<file path="src/rtl/record_sequencer.sv">
// Recording sequencer: captures ADC samples into consecutive SRAM words,
// with pause, stop and memory-full handling.
module record_sequencer #(
    parameter int              ADDR_W   = 20,
    parameter logic [ADDR_W-1:0] MAX_ADDR = 20'hFFFFF
) (
    input  logic              i_BCLK,
    input  logic              i_rst,
    input  logic              i_start,
    input  logic              i_pause,
    input  logic              i_stop,
    input  logic              i_sample_valid,
    input  logic [15:0]       i_sample,
    output logic              o_record,
    output logic [ADDR_W-1:0] o_SRAM_ADDR,
    output logic [15:0]       o_SRAM_DQ,
    output logic              o_SRAM_WE_N,
    output logic [ADDR_W:0]   o_length,
    output logic              o_full,
    output logic [2:0]        o_state
);

    typedef enum logic [2:0] {
        S_IDLE    = 3'd0,
        S_CAPTURE = 3'd1,
        S_WRITE   = 3'd2,
        S_PAUSE   = 3'd3,
        S_DONE    = 3'd4
    } state_t;

    localparam logic [ADDR_W-1:0] ADDR_ONE = {{(ADDR_W-1){1'b0}}, 1'b1};
    localparam logic [ADDR_W:0]   LEN_ONE  = {{ADDR_W{1'b0}}, 1'b1};

    state_t state;

    assign o_state = state;

    // Write lasts a single cycle, so a stop/pause arriving during it is
    // simply applied on the transition out of S_WRITE.
    always_ff @(posedge i_BCLK) begin
        if (i_rst) begin
            state       <= S_IDLE;
            o_record    <= 1'b0;
            o_SRAM_WE_N <= 1'b1;
            o_SRAM_ADDR <= '0;
            o_SRAM_DQ   <= '0;
            o_length    <= '0;
            o_full      <= 1'b0;
        end else begin
            case (state)
                S_IDLE, S_DONE: begin
                    o_SRAM_WE_N <= 1'b1;
                    if (i_start) begin
                        state       <= S_CAPTURE;
                        o_record    <= 1'b1;
                        o_SRAM_ADDR <= '0;
                        o_length    <= '0;
                        o_full      <= 1'b0;
                    end
                end
                S_CAPTURE: begin
                    if (i_stop) begin
                        state    <= S_DONE;
                        o_record <= 1'b0;
                    end else if (i_pause) begin
                        state    <= S_PAUSE;
                        o_record <= 1'b0;
                    end else if (i_sample_valid) begin
                        state       <= S_WRITE;
                        o_SRAM_DQ   <= i_sample;
                        o_SRAM_WE_N <= 1'b0;
                    end
                end
                S_WRITE: begin
                    o_SRAM_WE_N <= 1'b1;
                    o_length    <= o_length + LEN_ONE;
                    // The address stays parked at MAX_ADDR once memory is full.
                    if (o_SRAM_ADDR == MAX_ADDR) begin
                        state    <= S_DONE;
                        o_full   <= 1'b1;
                        o_record <= 1'b0;
                    end else begin
                        o_SRAM_ADDR <= o_SRAM_ADDR + ADDR_ONE;
                        if (i_stop) begin
                            state    <= S_DONE;
                            o_record <= 1'b0;
                        end else if (i_pause) begin
                            state    <= S_PAUSE;
                            o_record <= 1'b0;
                        end else begin
                            state <= S_CAPTURE;
                        end
                    end
                end
                S_PAUSE: begin
                    o_SRAM_WE_N <= 1'b1;
                    if (i_stop) begin
                        state <= S_DONE;
                    end else if (i_pause) begin
                        state    <= S_CAPTURE;
                        o_record <= 1'b1;
                    end
                end
                default: begin
                    state       <= S_IDLE;
                    o_record    <= 1'b0;
                    o_SRAM_WE_N <= 1'b1;
                end
            endcase
        end
    end

endmodule
</file>
<file path="config.mk">
export PLATFORM = sky130hd
export DESIGN_NAME = record_sequencer
export DESIGN_NICKNAME = d
export VERILOG_FILES = /design/src/rtl/record_sequencer.sv
export SDC_FILE = /design/constraint.sdc
export NUM_CORES = 1
export LEC_CHECK = 0
export ABC_AREA = 1
export BUFFER_PORTS_ARGS = -buffer_cell sky130_fd_sc_hd__buf_4
export CORE_MARGIN = 2
export CORE_UTILIZATION = 48
export DETAILED_ROUTE_END_ITERATION = 10
export GPL_TIMING_DRIVEN = 0
export PLACE_DENSITY = 0.86
export SYNTH_ARGS = -nofsm -noshare
export SYNTH_HDL_FRONTEND = slang
export SYNTH_SLANG_ARGS = --single-unit
</file>
<file path="constraint.sdc">
create_clock -name i_BCLK -period 1.6 [get_ports i_BCLK]
set_input_delay 0.08 -clock i_BCLK [delete_from_list [all_inputs] [get_ports i_BCLK]]
set_output_delay 0.08 -clock i_BCLK [all_outputs]
set_load 0.01 [all_outputs]
</file>
==> flow_summary_export.csv <==
group,metric,value,unit
worst_hold_path,holdCritStartpoint,"i_sample[4]",
run,maxCapViolations,0,
synth,edff_count_synth,0,
global_routing,groute.layer.met3.usage,6.82,%
clocking,cts.path.max_buffers,2,
floorplanning,die_y,87.1,µm
sta,final-hold-violation-count,3,
finish,finish.utilization,72.6,%
synth,syn-mean-instance-area,6.73,µm²
global_routing,total_track_usage,27.7,%
clocking,clk_pin_slew_worst_paths,0.07,ns
global_routing,grt_pass1_wl,16400,µm
synth,post_synth_instance_area,3320,µm²
finish,finish.net_count,653,
placement,placement.cell_area,4070,µm²
synth,synth_cell_types,39,
sta,setup_viol_count_final,3,
global_routing,grt_start_max_net_pins,11,
synth,synth_seq_area_share,38.0,%
synth,postSynth.asyncResetShare,0,%
worst_setup_path,cells_along_the_critical_path,"ha_4, nand3_4, inv_4, buf_4, buf_4, nand3_1, xor2_1, or2_4, a21oi_2",
worst_setup_path,cp_max_fo,3,
placement,number_of_port_buffers,84,
worst_setup_path,worst_path_largest_cell_delay,0.37,ns
worst_setup_path,slowest_stage,"sky130_fd_sc_hd__dfxtp_4",
clocking,h-tree-depth,3,
power_and_ir_drop,switching_power_summed_over_all_nets,0.958,mW
sta,timing.final.crit_period,1.64,ns
floorplanning,die_width,87.1,µm
global_routing,grt_util_met2,46.8,%
global_routing,grt_antenna_before_repair,0,
sta,report.final.slew_viol_count,0,
worst_hold_path,whs_endpoint,"o_SRAM_DQ[4]",
floorplanning,core.rowCount,30,
clocking,clockRootBuffer,"sky130_fd_sc_hd__clkbuf_8",
worst_setup_path,timing.rr.end,"o_SRAM_ADDR[12]",
power_and_ir_drop,sw_share,27.1,%
finish,filler_cell_count,498,
sta,fin_worst_skew,0.00830,ns
global_routing,overflow,0,
drt,routed_via_density,5.44,
power_and_ir_drop,p_leak,2.01,nW
sta,slew_headroom,55.2,%
power_and_ir_drop,sequential_share_of_power,45.2,%
worst_setup_path,cell_seen_most_often_among_critical_path_stages,"sky130_fd_sc_hd__buf_4",
worst_hold_path,hold_depth,3,
power_and_ir_drop,irDropWorstVdd,0.622,mV
worst_setup_path,ff2ff_path_depth,9,
drt,drt_iter0_drc,349,
sta,timing.hold.ws,-0.0116,ns
drt,wl,10600,µm
finish,multiInputGateArea,1980,µm²
power_and_ir_drop,internal_power,2.58,mW
clocking,cts_inserted_buffers,9,
power_and_ir_drop,power.density,721,nW/µm²
power_and_ir_drop,clkPwrFrac,40.6,%
sta,grt_setup_unrepaired,"true",
clocking,clkLatencyLatePin,0.36,ns
status,violations,"negative hold slack, negative setup slack",
finish,n_antenna_cell,0,
floorplanning,io_pins,85,
placement,place_hpwl,6710,µm
worst_setup_path,reg2reg_slack,-0.04,ns
sta,finalWorstSetupSlack,-0.0350,ns
drt,detailedRoute.firstPassIterationCount,8,
finish,ff_latch_area,1320,µm²
finish,drive_gt1_share,36.9,%
floorplanning,design.die.area,7590,µm²
drt,drc,0,
worst_hold_path,hp-class,"in2reg",
worst_setup_path,kind_of_cell_adding_the_most_delay_to_the_critical_path,"simple AND/OR/NAND/NOR gates",
synth,syn_inst,493,
global_routing,grt_most_used_layer,"met2",
worst_setup_path,setup.worst_path.class,"reg2reg",
synth,synth_fp_nets,517,
drt,detail-route-antenna-nets,0,
worst_setup_path,crit_arrival,1.93,ns
floorplanning,start_util,49.1,%
sta,fmax,612,MHz
floorplanning,placeableCoreArea,6760,µm²
clocking,tritoncts,"yes",
drt,detailroute.via_count,3884,
sta,post-route-period-util,102,%
status,outcome,"complete, but fails checks",
power_and_ir_drop,share_comb_of_total_power,14.1,%
synth,synth_ff_type,"sky130_fd_sc_hd__dfxtp_1",
worst_setup_path,critical_path.endpoint_type,"register",
clocking,cts_sinks,63,
finish,layout-area-overhead-vs-synth,47.8,%
power_and_ir_drop,power.total,3.54,mW
synth,yosysWarningCount,0,
worst_setup_path,cp_data_required_time,1.89,ns
drt,wl_per_cell,14.9,µm
finish,postLayoutCellArea,4900,µm²
global_routing,globalRouteMet1Util,32.7,%
worst_setup_path,timing.rr.start,"o_SRAM_ADDR[0]",
sta,totalNegativeSetupSlack,-0.0519,ns
worst_setup_path,start_kind,"register",
sta,slew_worst_pin,0.672,ns
synth,synth-seq-cells,63,
placement,gp_congestion,0.925,
worst_setup_path,cp_num_buf_inv,3,
global_routing,vias_in_the_first_global_route,3616,
[power groups by stage]
stage	Sequential, mW	Combinational [mW]	Clock, mW
4_1_cts	1.61	0.456	1.41
3_5_place_dp	1.65	0.347	0
5_1_grt	1.60	0.536	1.49
3_3_place_gp	1.65	0.341	0
6_report	1.60	0.500	1.44
2_1_floorplan	1.66	0.197	0
[worst max-delay path by stage]
stage                         from  slack, ns  depth (start not counted)               to
floorplan              o_length[1]       0.03                         10     o_length[20]
global placement       o_length[0]      -0.17                         10     o_length[20]
detailed placement      o_state[0]      -0.18                          6   o_SRAM_ADDR[8]
CTS                     o_state[1]     -0.008                          8   o_SRAM_ADDR[8]
global route        o_SRAM_ADDR[0]      -0.10                          9  o_SRAM_ADDR[12]
finish              o_SRAM_ADDR[0]      -0.04                          9  o_SRAM_ADDR[12]
[cell usage after synthesis (2+ instances only)]
master | n | area (µm²)
sky130_fd_sc_hd__ha_1 | 2 | 25.0
sky130_fd_sc_hd__a21oi_2 | 8 | 70.1
sky130_fd_sc_hd__nand3_1 | 28 | 140
sky130_fd_sc_hd__o211ai_1 | 2 | 15.0
sky130_fd_sc_hd__xor2_1 | 3 | 26.3
sky130_fd_sc_hd__a211oi_1 | 2 | 15.0
sky130_fd_sc_hd__nand3b_1 | 5 | 37.5
sky130_fd_sc_hd__a21oi_1 | 31 | 155
sky130_fd_sc_hd__nand2_2 | 15 | 93.8
sky130_fd_sc_hd__a22oi_1 | 2 | 15.0
sky130_fd_sc_hd__o21ai_0 | 34 | 170
sky130_fd_sc_hd__clkbuf_1 | 7 | 26.3
sky130_fd_sc_hd__buf_2 | 2 | 10.0
sky130_fd_sc_hd__dfxtp_1 | 63 | 1260
sky130_fd_sc_hd__or2_2 | 4 | 25.0
sky130_fd_sc_hd__inv_2 | 5 | 18.8
sky130_fd_sc_hd__nor3_1 | 7 | 35.0
sky130_fd_sc_hd__nor2_1 | 85 | 319
sky130_fd_sc_hd__o21bai_1 | 2 | 15.0
sky130_fd_sc_hd__nand4_1 | 8 | 50.1
sky130_fd_sc_hd__inv_1 | 43 | 161
sky130_fd_sc_hd__nand2_1 | 115 | 432
sky130_fd_sc_hd__nor2_4 | 4 | 45.0
[routing by layer]
| layer | wire [µm] | vias up |
|---|---|---|
| li1 | - | 1877 |
| met1 | 4110 | 1773 |
| met2 | 5250 | 197 |
| met3 | 912 | 37 |
| met4 | 363 | 0 |
| met5 | 0 | - |
[registers in the layout (all words and copies together) (netlist names)]
| register | flops |
|---|---|
| o_length | 21 |
| o_full | 1 |
| o_SRAM_DQ | 16 |
| o_SRAM_ADDR | 20 |
| o_record | 1 |
| o_SRAM_WE_N | 1 |
| o_state | 3 |
[cells in the final DEF, fill, tap and decap left out, types with 4 or more instances in the layout]
cell | Yosys | routed
sky130_fd_sc_hd__inv_2 | 5 | 5
sky130_fd_sc_hd__nand3_1 | 28 | 26
sky130_fd_sc_hd__nor2_1 | 85 | 72
sky130_fd_sc_hd__buf_6 | 1 | 7
sky130_fd_sc_hd__dfxtp_2 | 0 | 21
sky130_fd_sc_hd__nand3b_1 | 5 | 5
sky130_fd_sc_hd__dlygate4sd3_1 | 0 | 13
sky130_fd_sc_hd__o21ai_0 | 34 | 31
sky130_fd_sc_hd__nor2_4 | 4 | 7
sky130_fd_sc_hd__nand4_1 | 8 | 8
sky130_fd_sc_hd__nor2_2 | 1 | 11
sky130_fd_sc_hd__nand2_1 | 115 | 108
sky130_fd_sc_hd__nand2_2 | 15 | 18
sky130_fd_sc_hd__a21oi_1 | 31 | 29
sky130_fd_sc_hd__o21ai_1 | 1 | 4
sky130_fd_sc_hd__clkbuf_1 | 7 | 8
sky130_fd_sc_hd__dfxtp_1 | 63 | 34
sky130_fd_sc_hd__nor3_1 | 7 | 5
sky130_fd_sc_hd__buf_4 | 1 | 103
sky130_fd_sc_hd__a21oi_2 | 8 | 9
sky130_fd_sc_hd__nand2_4 | 1 | 4
sky130_fd_sc_hd__clkbuf_8 | 0 | 10
sky130_fd_sc_hd__dfxtp_4 | 0 | 8
sky130_fd_sc_hd__inv_1 | 43 | 41
[logic make-up (layout without fill, tap and decap cells)]
logic type	after synthesis	after routing	synth area share [%]
AND/OR/NAND/NOR	279	279	38.1
AO/OA/AOI/OAI	86	86	14.8
flip-flops	63	63	38.0
buffers and inverters	60	201	7.54
XOR/XNOR	3	3	0.792
adder cells (fa/ha/maj)	2	2	0.754
[area by class of cell]
class                      instances  area share (%)
sequential                        63            26.9
tap                               80            2.04
clock buffer                      13            3.04
timing repair buffer             125            21.4
clock inverter                     3           0.868
multi-input combinational        370            40.4
buffer                            12            1.53
inverter                          48            3.78
[what timing repair did]
item                                    CTS  global route
hold buffers                             13             0
resized for setup                        33            59
hold endpoints to repair                 13             0
cloned                                    1             0
pin swaps                                 7            21
setup buffers                            16            11
endpoints found under the setup margin   46            43
[worst min-delay path, stage by stage]
cell and delay (ns):
sky130_fd_sc_hd__buf_4 0.07, sky130_fd_sc_hd__o21ai_0 0.07, sky130_fd_sc_hd__nor2_1 0.09
[stage by stage]
step | setup slack [ns] | std cells
global placement | -0.168 | 657
detailed placement | -0.183 | 657
global route | -0.103 | 714
CTS | -0.00813 | 703
finish | -0.0350 | 714
floorplan | 0.0287 | 493
Power figures use the tool's default switching activity.
